**src/rtl/matmul_pkg.sv**
```systemverilog
// Shared types and defaults for the matrix-multiplier job arbiter.
package matmul_pkg;

   localparam int DEFAULT_TIMEOUT = 1024;

   typedef enum logic [1:0] {
      IDLE  = 2'd0,
      GRANT = 2'd1,
      BUSY  = 2'd2,
      RESP  = 2'd3
   } arb_state_t;

endpackage

```
**src/rtl/matmul_job_arbiter_rr_pick.sv**
```systemverilog
// Combinational round-robin pick: lowest pending index at or after ptr, wrapping modulo NREQ.
module rr_pick #(
   parameter int NREQ = 4,
   parameter int IDW  = $clog2(NREQ)
) (
   input  logic [NREQ-1:0] req,
   input  logic [IDW-1:0]  ptr,
   output logic [IDW-1:0]  winner,
   output logic            any
);

   logic [IDW-1:0]  cand [NREQ];
   logic [NREQ-1:0] hit;

   // cand[gi] is the requester index visited at search offset gi
   genvar gi;
   generate
      for (gi = 0; gi < NREQ; gi++) begin : g_cand
         logic [IDW:0] sum;
         assign sum      = {1'b0, ptr} + (IDW+1)'(gi);
         assign cand[gi] = (sum >= (IDW+1)'(NREQ)) ? IDW'(sum - (IDW+1)'(NREQ)) : sum[IDW-1:0];
         assign hit[gi]  = req[cand[gi]];
      end
   endgenerate

   always_comb begin
      winner = '0;
      any    = |req;
      for (int i = NREQ - 1; i >= 0; i--) begin
         if (hit[i]) begin
            winner = cand[i];
         end
      end
   end

endmodule

```
**src/rtl/matmul_job_arbiter.sv**
```systemverilog
// Round-robin arbiter sharing one start/done matrix multiplier among NREQ requesters,
// with a per-job watchdog that ends a hung job with an error response.
module matmul_job_arbiter
   import matmul_pkg::*;
#(
   parameter int NREQ    = 4,
   parameter int TIMEOUT = DEFAULT_TIMEOUT,
   parameter int IDW     = $clog2(NREQ)
) (
   input  logic            clk,
   input  logic            reset_n,
   input  logic [NREQ-1:0] req,
   output logic [NREQ-1:0] gnt,
   output logic [NREQ-1:0] ack,
   output logic            err,
   output logic            mm_start,
   output logic [IDW-1:0]  mm_sel,
   input  logic            mm_done,
   output logic            busy
);

   localparam int CW = $clog2(TIMEOUT);

   arb_state_t     state_reg, state_next;
   logic [IDW-1:0] ptr_reg, ptr_next;
   logic [IDW-1:0] winner_reg, winner_next;
   logic           err_reg, err_next;
   logic [CW-1:0]  cnt_reg, cnt_next;

   logic [IDW-1:0] pick;
   logic           pick_any;

   rr_pick #(
      .NREQ (NREQ),
      .IDW  (IDW)
   ) u_rr_pick (
      .req    (req),
      .ptr    (ptr_reg),
      .winner (pick),
      .any    (pick_any)
   );

   always_ff @(posedge clk or negedge reset_n) begin
      if (!reset_n) begin
         state_reg  <= IDLE;
         ptr_reg    <= '0;
         winner_reg <= '0;
         err_reg    <= 1'b0;
         cnt_reg    <= '0;
      end else begin
         state_reg  <= state_next;
         ptr_reg    <= ptr_next;
         winner_reg <= winner_next;
         err_reg    <= err_next;
         cnt_reg    <= cnt_next;
      end
   end

   always_comb begin
      state_next  = state_reg;
      ptr_next    = ptr_reg;
      winner_next = winner_reg;
      err_next    = err_reg;
      cnt_next    = cnt_reg;
      case (state_reg)
         IDLE: begin
            if (pick_any) begin
               state_next  = GRANT;
               winner_next = pick;
               ptr_next    = (pick == IDW'(NREQ - 1)) ? '0 : pick + 1'b1;
            end
         end
         GRANT: begin
            state_next = BUSY;
            cnt_next   = '0;
            err_next   = 1'b0;
         end
         BUSY: begin
            // done takes priority over a watchdog expiry in the same cycle
            if (mm_done) begin
               state_next = RESP;
               err_next   = 1'b0;
            end else if (cnt_reg == CW'(TIMEOUT - 1)) begin
               state_next = RESP;
               err_next   = 1'b1;
            end else begin
               cnt_next = cnt_reg + 1'b1;
            end
         end
         RESP: begin
            state_next = IDLE;
            cnt_next   = '0;
         end
         default: state_next = IDLE;
      endcase
   end

   // Outputs decode only from state and the registered winner/err, so they are glitch-free
   genvar gi;
   generate
      for (gi = 0; gi < NREQ; gi++) begin : g_out
         assign gnt[gi] = (state_reg != IDLE) && (winner_reg == IDW'(gi));
         assign ack[gi] = (state_reg == RESP) && (winner_reg == IDW'(gi));
      end
   endgenerate

   assign mm_start = (state_reg == GRANT);
   assign mm_sel   = winner_reg;
   assign err      = (state_reg == RESP) && err_reg;
   assign busy     = (state_reg != IDLE);

endmodule

```
**config.mk**
```make
export PLATFORM = sky130hd
export DESIGN_NAME = matmul_job_arbiter
export DESIGN_NICKNAME = d
export VERILOG_FILES = /design/src/rtl/matmul_pkg.sv /design/src/rtl/matmul_job_arbiter_rr_pick.sv /design/src/rtl/matmul_job_arbiter.sv
export SDC_FILE = /design/constraint.sdc
export NUM_CORES = 1
export LEC_CHECK = 0
export BUFFER_PORTS_ARGS = -buffer_cell sky130_fd_sc_hd__buf_4
export CORE_ASPECT_RATIO = 1.2
export CORE_MARGIN = 4
export CORE_UTILIZATION = 35
export DETAILED_ROUTE_END_ITERATION = 7
export PLACE_DENSITY = 0.61
export SYNTH_ARGS = -nofsm -noshare
export SYNTH_HDL_FRONTEND = slang
export SYNTH_SLANG_ARGS = --single-unit
```
**constraint.sdc**
```tcl
create_clock -name clk -period 2.6 [get_ports clk]
set_clock_uncertainty 0.1 [all_clocks]
set_input_delay 0.13 -clock clk [delete_from_list [all_inputs] [get_ports clk]]
set_output_delay 0.13 -clock clk [all_outputs]
set_load 0.005 [all_outputs]
```
**Word-level counts from Yosys, hierarchy flattened**

Index checks and enable logic that the tools add are counted.

- Word-level logic and storage cells: 81
- Input bits: 7
- Output and inout port bits: 13
- Register bits: 17

- $add $sub $neg: 9
- Eq/ne operators: 12
- Reductions and logical operators: 20
- Magnitude comparators: 8
- Muxes and demuxes: 27

Operators by type and width:

| operator | count |
|---|---|
| 2-to-1 mux 2 bit | 12 |
| 2-to-1 mux 10 bit | 2 |
| case mux 10 bit (2 select lines) | 1 |
| < comparator 2 x 3 -> 1 bit, second input constant | 4 |
| adder 10 x 1 -> 10 bit, second input constant | 1 |
| == test 10 bit, second input constant | 1 |
| == test 2 bit, second input constant | 5 |
| >= comparator 3 bit, second input constant | 3 |
| logical AND 1 bit | 9 |
| binary-select mux 1 bit (select 2 bit) | 4 |
| case mux 2 bit (4 select lines) | 1 |
| subtractor 2 x 1 -> 2 bit, second input constant | 4 |
| adder 2 x 2 -> 3 bit, second input constant | 2 |
| 2-to-1 mux 1 bit | 6 |
| != test 2 bit, second input constant | 3 |
| AND reduction 2 bit | 3 |
| nonzero test 2 bit | 3 |
| == test 2 x 1 -> 1 bit, second input constant | 2 |
| zero test 2 bit | 2 |
| OR reduction 4 bit | 1 |
| adder 2 x 1 -> 3 bit, second input constant | 1 |
| >= comparator 2 x 3 -> 1 bit, second input constant | 1 |
| != test 3 bit, second input constant | 1 |
| AND reduction 3 bit | 1 |
| other kinds (3) | 3 |

**Longest topological paths before layout**

Gate-level depths: netlist (run 1).

- Depth in word-level cells: 11
- Depth in mapped cells: 7
- Gate-level depth less buffers: 6

**By module**

A second synthesis (run 1) with hierarchy kept.

- Cells, all modules: 127
- Area, all modules: 1163.6 um^2

Modules (own cells, without submodules):

| module | sequential area each (um^2) | cells an instance | area an instance (um^2) | times used |
|---|---|---|---|---|
| matmul_job_arbiter | 425.4 | 114 | 1086.0 | 1 |
| rr_pick | 0.0 | 13 | 77.6 | 1 |

**Least setup slack after synthesis (run 1)**

OpenSTA, ideal clock, no wires.

- Kind: register to register
- From: register state_reg[0]
- To: register cnt_reg[7]
- Setup time: 0.110 ns
- Slack: 0.676 ns
- Data required time: 2.390 ns
- Period minus slack after synthesis: 1.924 ns
- Arrival: 1.714 ns
- Stages on the path, launching flop included: 8
- Buffers on the path: 1
- Path through: dfrtp_1 -> inv_1 -> ha_1 -> buf_4 -> a21oi_1 -> o31ai_4 -> or3_1 -> o41ai_1

- Longest elaborated chain between the ends: 4
- Elaborated cells on any way between the ends: 9
- Classes of those cells: eq/ne: 5; mux: 1; reduce/logical: 3

RTL lines:

| what | RTL line | RTL |
|---|---|---|
| start: declaration | matmul_job_arbiter.sv:24 | `arb_state_t state_reg, state_next;` |
| start signal: assignment | matmul_job_arbiter.sv:51 | `state_reg <= state_next;` |
| == test 2 x 1 -> 1 bit / == test 2 bit (equally long branches) | matmul_job_arbiter.sv:65 | `case (state_reg)` |
| OR reduction 2 bit (no source line) | n/a |  |
| nonzero test 2 bit (no source line) | n/a |  |
| AND reduction 3 bit (no source line) | n/a |  |
| end signal: assignment | matmul_job_arbiter.sv:55 | `cnt_reg <= cnt_next;` |
| end: declaration | matmul_job_arbiter.sv:28 | `logic [CW-1:0] cnt_reg, cnt_next;` |

Several ways; a longest one is shown, not always the timed one.
A chain may end at the register's enable or synchronous reset.

**Worst setup path in the final report (run 1)**

- From: register state_reg[0]
- To: register cnt_reg[9]

Same word-level chain as after synthesis.

==> summary.txt, run 1 <==
Clock tree
  – Later-pin clock latency in the skew report: 290 ps
  – Worst-path clk slew: 90 ps
  – H-tree lvl count: 1
  – Post-CTS Setup Inserts: 0
  – CTS tree: built
  – Clock buffer depth: 2
  – Clock buffer count from CTS: 3
  – Clock Sinks: 17
  – Clk root buf: clkbuf_4

Global routing
  – First-pass GRT wire length: 4.06 mm
  – Initial antenna violation count: 0
  – Vias in the first global route: 885
  – GRT Total Usage: 0.125
  – Gr ovfl total: 0
  – Largest net degree at the start of global routing: 18

Timing
  – Final period util: 0.796
  – Fin crit period: 2070 ps
  – Final Hold Viols: 0
  – Worst setup margin: 531 ps
  – Max_slew headroom: 0.589
  – Max Fclk: 483 MHz
  – Hold slack: 65.1 ps
  – Worst slew pin tran: 602 ps
  – RSZ-0062 raised after global routing: false
  – Final setup fails: 0
  – Final Max Slew Viols: 0
  – Setup_tns: 0 ps

Setup path
  – CP startpoint: state_reg[0]
  – Crit path DAT: 2170 ps
  – CP Max Fanout: 10
  – Critical R2R Launch: state_reg[0]
  – Crit path kind: reg2reg
  – CP Capture Type: flip-flop
  – CP max stage cell: dfrtp_1
  – CP cell instances: inv_1, ha_1, nand4_1, o31ai_4, nor2_1, nor3b_1
  – Slowest stage delay, CP: 420 ps
  – Crit path required time: 2700 ps
  – Critical Path Start Type: flip-flop

Synth
  – Net Count, Synth: 132
  – #FFs+latches synth: 17
  – Post-Synthesis Cells: 119
  – Synth Warn #: 0
  – Synthesized cell area: 1110 sq um
  – Syn_area_per_cell: 9.32 sq um
  – Seq/Total Area, Yosys: 0.384
  – Netlist cell types: 40

Pwr
  – PD cells: 915 nW/um^2
  – Max VDD drop: 0.000502 V
  – Leakage: 0.557 nW

Floorplanning
  – I/O Pins: 20
  – Site Rows: 22
  – Total die area: 4140 sq um
  – Area of the core: 3060 sq um
  – Initial core utilization: 0.363
  – Die H: 69.7 um
  – Die width: 59.4 um

Placed design
  – Placed cell area: 1290 sq um
  – IO Port Bufs: 19
  – RePlAce Congestion: 0.927
  – Worst slack, placed: 546 ps
  – DPL Wire Length: 1.81 mm

Final layout
  – Finished Core Util: 0.434
  – Layout Nets: 156
  – Area Overhead vs Synth: 19.5%
  – Filler Cell Count: 311
  – Most common cell after layout, fill and taps aside: buf_4
  – Commonest cells after routing, fill and taps aside: buf_4 (19), dfrtp_1 (17), o21ai_0 (10)
  – Proportion of layout cells with a drive suffix above 1: 0.211
  – Final instance area: 1330 sq um
  – Flip-flop count of the largest register after layout: 10
  – Antenna cells: 0

Detailed routing
  – Vias after detailed routing: 992
  – TritonRoute pass-1 iters: 5
  – Routed length per instance: 13.5 um
  – # DRC: 0
  – DR iter-0 viols: 36
  – ANT nets after route: 0
  – Final WL: 2.40 mm
  – Via/cell ratio: 5.57

Status
  – Outcome: finished, final reports clean

Hold path
  – HP Start: mm_done
  – Min-delay worst type: in2reg

Flow run
  – Max cap viols: 0
critical path: cells and delay by family (launching register included):
family | cells | cell delay [ps]
adder cells (fa/ha/maj) | 1 | 330
buffers and inverters | 1 | 110
AND/OR/NAND/NOR | 3 | 640
flip-flops | 1 | 420
AO/OA/AOI/OAI | 1 | 380
per-layer routing:
metal | routed length (um) | GRT usage
met1 | 1090 | 0.159
met4 | 58 | 0.0680
met2 | 1160 | 0.194
met3 | 87 | 0.0242
met5 | 0 | 0
final cells by class:
type,count,area (sq um),area share
Inverter,5,18.8,0.0142
Timing Repair Buffer,20,153,0.115
Tap cell,36,45.0,0.0340
Multi-Input combinational cell,96,657,0.496
Clock buffer,4,26.3,0.0198
Sequential cell,17,425,0.321
per-stage QoR:
step	cells	power (mW)
6_report	178	1.21
2_1_floorplan	119	0.845
3_5_place_dp	173	1.08
3_3_place_gp	173	1.06
4_1_cts	178	1.23
5_1_grt	178	1.33
timing repair:
action,in CTS,in global routing
gates resized for setup,0,0
endpoints found under the hold margin,17,0
hold buffers,1,0
setup endpoints to repair,0,0
cells in the mapped netlist (all sizes together):
library cell	count	area, sq um
buf	1	7.51
and2	1	6.26
o2111ai	1	8.76
nor2b	1	6.26
nand2	7	26.3
a21oi	7	35.0
a311o	1	10.0
or4	2	15.0
and3	4	25.0
nor3	2	10.0
a2111oi	1	8.76
ha	6	75.1
nor2	9	33.8
or3	4	26.3
dfrtp	17	425
nand3	6	42.5
nand2b	4	25.0
nand4	4	25.0
nor3b	4	30.0
o21ai	10	50.1
a32oi	1	8.76
o21a	1	7.51
a311oi	2	17.5
o31ai	4	43.8
mux2	3	33.8
and3b	1	8.76
a211o	1	8.76
nand3b	1	7.51
mux2i	1	10.0
a21o	1	7.51
nor4	1	6.26
inv	5	18.8
or2	2	12.5
o22a	1	10.0
o41ai	1	8.76
a31oi	1	6.26
path summary, 6_finish.rpt:
check,endpoint,slack (ps),cells past startpoint
min,err_reg,70,3
max reg2reg,cnt_reg[9],530,6
min reg2reg,err_reg,390,2
max,cnt_reg[9],530,6
max in group asynchronous,state_reg[1],2060,2
min in group asynchronous,cnt_reg[6],160,2
cells by family after synthesis:
logic type               after synthesis  synth area share
AND/OR/NAND/NOR                       53             0.277
AO/OA/AOI/OAI                         33             0.209
flip-flops                            17             0.384
buffers and inverters                  6            0.0237
adder cells (fa/ha/maj)                6            0.0677
multiplexers                           4            0.0395
power by group:
group / switching [mW] / internal [mW] / total (mW)
clock network: 0.0802 / 0.0597 / 0.140
registers: 0.0991 / 0.334 / 0.433
logic: 0.322 / 0.317 / 0.639
Power figures use the tool's default switching activity.
==> run 2, diff against run 1 <==
==> constraint.sdc (replaced) <==
create_clock -name clk -period 2 [get_ports clk]
set_clock_uncertainty 0.1 [all_clocks]
set_input_delay 0.1 -clock clk [delete_from_list [all_inputs] [get_ports clk]]
set_output_delay 0.1 -clock clk [all_outputs]
set_load 0.005 [all_outputs]
==> run 2 against run 1 <==
  * Final cell count rose by 6.7%
  * Via count increased by 6.4%
  * Sequential share of layout area is 2.7 points lower
  * Register-to-register slack worse by 480 ps
  * Critical path depth stayed put
  * Combinational power increased by 64%
  * Largest cell class unchanged
  * First-iteration DRC count down 11%
  * Routed wire length increased by 10%
  * Worst hold slack worse by 11 ps
  * Flip-flop and latch count did not move
  * Critical path type unchanged
  * Utilization increased by 3.9 points
  * Clock power is 31% higher
==> summary.txt, run 2 (synthesized netlist as in run 1, its figures left out) <==
Pwr
  – Tot Pwr: 1.80 mW (+48%)
  – Part of the power in registers: 0.312 (-0.045)
  – Switching share of power: 0.402 (-0.0114)
  – PD cells: 1240 nW/um^2 (+36%)
  – Max VDD drop: 0.000686 V (+37%)
  – Psw: 0.723 mW (+44%)
  – Leakage: 0.616 nW (+10%)
  – Clk pwr share: 0.101 (-0.014)
  – Comb pwr share: 0.586 (+0.059)
  – Internal power: 1.08 mW (+51%)

Hold path
  – Cell count of the worst hold path: 3 (unchanged)
  – Worst min-delay path endpoint: err_reg
  – HP Start: mm_done
  – Min-delay worst type: in2reg

Final layout
  – Filler Cell Count: 283 (-9.0%)
  – Flip-flop count of the largest register after layout: 10 (unchanged)
  – Most common cell after layout, fill and taps aside: buf_4
  – Antenna cells: 0 (unchanged)
  – Commonest cells after routing, fill and taps aside: buf_4 (31), dfrtp_1 (17), o21ai_0 (10)
  – Register Area: 425 sq um (unchanged)
  – Proportion of layout cells with a drive suffix above 1: 0.305 (+0.0939)
  – Area Overhead vs Synth: 30.4%
  – Non-Filler Instances: 190 (+6.7%)
  – Area of the multi-input gates: 687 sq um (+4.6%)
  – Layout Nets: 168 (+7.7%)

Detailed routing
  – ANT nets after route: 0 (unchanged)
  – Final WL: 2.64 mm (+10%)
  – # DRC: 0 (unchanged)
  – Routed length per instance: 13.9 um (+3.0%)
  – Vias after detailed routing: 1055 (+6.4%)
  – DR iter-0 viols: 32 (-11%)
  – Via/cell ratio: 5.55 (-0.37%)
  – TritonRoute pass-1 iters: 4 (-1)

Clock tree
  – Clock Sinks: 17 (unchanged)
  – CTS tree: built
  – H-tree lvl count: 1 (unchanged)
  – Worst-path clk slew: 90 ps (about the same)
  – Later-pin clock latency in the skew report: 290 ps (about the same)
  – Clock buffer depth: 2 (unchanged)
  – Clock buffer count from CTS: 3 (unchanged)
  – Clk root buf: clkbuf_4

Floorplanning
  – Area of the core: 3060 sq um (unchanged)
  – Total die area: 4140 sq um (unchanged)
  – Die width: 59.4 um (unchanged)
  – Site Rows: 22 (unchanged)
  – I/O Pins: 20 (unchanged)
  – Die H: 69.7 um (unchanged)
  – Initial core utilization: 0.363 (unchanged)

Flow run
  – Max cap viols: 0 (unchanged)

Status
  – Outcome: finished, final reports clean

Timing
  – Final period util: 0.974 (+0.178)
  – Max Fclk: 514 MHz (+6.2%)
  – Final Hold Viols: 0 (unchanged)
  – Max_slew headroom: 0.619 (+0.0303)
  – Worst slew pin tran: 557 ps (-44.3 ps)
  – Final Max Slew Viols: 0 (unchanged)
  – Final setup fails: 0 (unchanged)
  – Fin crit period: 1950 ps (-121 ps)

Placed design
  – IO Port Bufs: 19 (unchanged)
  – RePlAce Congestion: 0.920 (-0.70%)
  – Dpl cells: 178 (+2.9%)
  – DPL Wire Length: 1.95 mm (+7.8%)

Global routing
  – Largest net degree at the start of global routing: 18 (unchanged)
  – Gr ovfl total: 0 (unchanged)
  – Vias in the first global route: 1015 (+15%)
  – GRT Total Usage: 0.131 (+0.00574)
  – First-pass GRT wire length: 4.28 mm (+5.3%)
  – Initial antenna violation count: 0 (unchanged)

Setup path
  – Critical R2R Launch: state_reg[0]
  – CP Max Fanout: 8 (-2)
  – Crit path DAT: 2010 ps (-160 ps)
  – Worst reg-to-reg setup slack: 50 ps (-480 ps)
  – Reg2reg path depth: 6 (unchanged)
  – Reg2reg end: cnt_reg[2]
  – Crit path required time: 2060 ps (-640 ps)
  – Critical Path Start Type: flip-flop
  – Crit path kind: reg2reg
  – CP Capture Type: flip-flop
==> run 2: repair_timing <==
| item | in CTS | in global routing |
|---|---|---|
| setup buffers | 0 | 7 |
| setup endpoints to repair | 0 | 10 |
| resized for setup | 0 | 6 |
| endpoints found under the hold margin | 17 | 0 |
| hold buffers | 1 | 0 |
==> run 2: through the flow <==
stage               TNS [ps]  utilization  hold slack, ps  worst slack (ps)  instance area, sq um
floorplan                  0            -            -296              75.6                  1110
global placement           0        0.434            -124               120                  1330
detailed placement         0        0.434            -117              47.1                  1330
CTS                        0        0.446            25.7              20.0                  1360
global route            -248        0.473            51.1             -60.9                  1450
finish                     0        0.473            54.1              52.6                  1450
==> run 2: metal layers <==
metal / vias to the layer above / track usage / wire [um]
met4: 0 / 0.0630 / 36
met2: 21 / 0.211 / 1340
met5: - / 0 / 0
met3: 6 / 0.0317 / 93
met1: 500 / 0.158 / 1160
li1: 528 / - / -
==> run 2: how the worst max path moves through the flow <==
stage                       startpoint  slack, ps    endpoint
after floorplan           state_reg[0]         80  cnt_reg[7]
after global placement    state_reg[0]        120  cnt_reg[7]
after detailed placement  state_reg[0]         50  cnt_reg[7]
after CTS                 state_reg[0]         20  cnt_reg[7]
after global routing      state_reg[0]        -60  cnt_reg[2]
final                     state_reg[0]         50  cnt_reg[2]
==> run 2: final cells by class <==
type                            instances  area share
Timing Repair Buffer                   32       0.168
Inverter                                5      0.0130
Clock buffer                            4      0.0182
Sequential cell                        17       0.294
Tap cell                               36      0.0312
Multi-Input combinational cell         96       0.475
==> run 2: power groups by stage <==
stage	Clock (mW)	Combinational [mW]	Sequential (mW)
2_1_floorplan	0	0.560	0.538
3_3_place_gp	0	0.872	0.550
3_5_place_dp	0	0.899	0.561
4_1_cts	0.194	0.903	0.554
5_1_grt	0.209	1.17	0.585
6_report	0.183	1.05	0.562
==> run 2: worst max-delay path: stages, from the launching register on <==
cell	delay, ps
dfrtp_1	400
inv_1	110
ha_2	240
nand4_1	180
o31ai_4	470
or3_4	220
o21ai_0	100
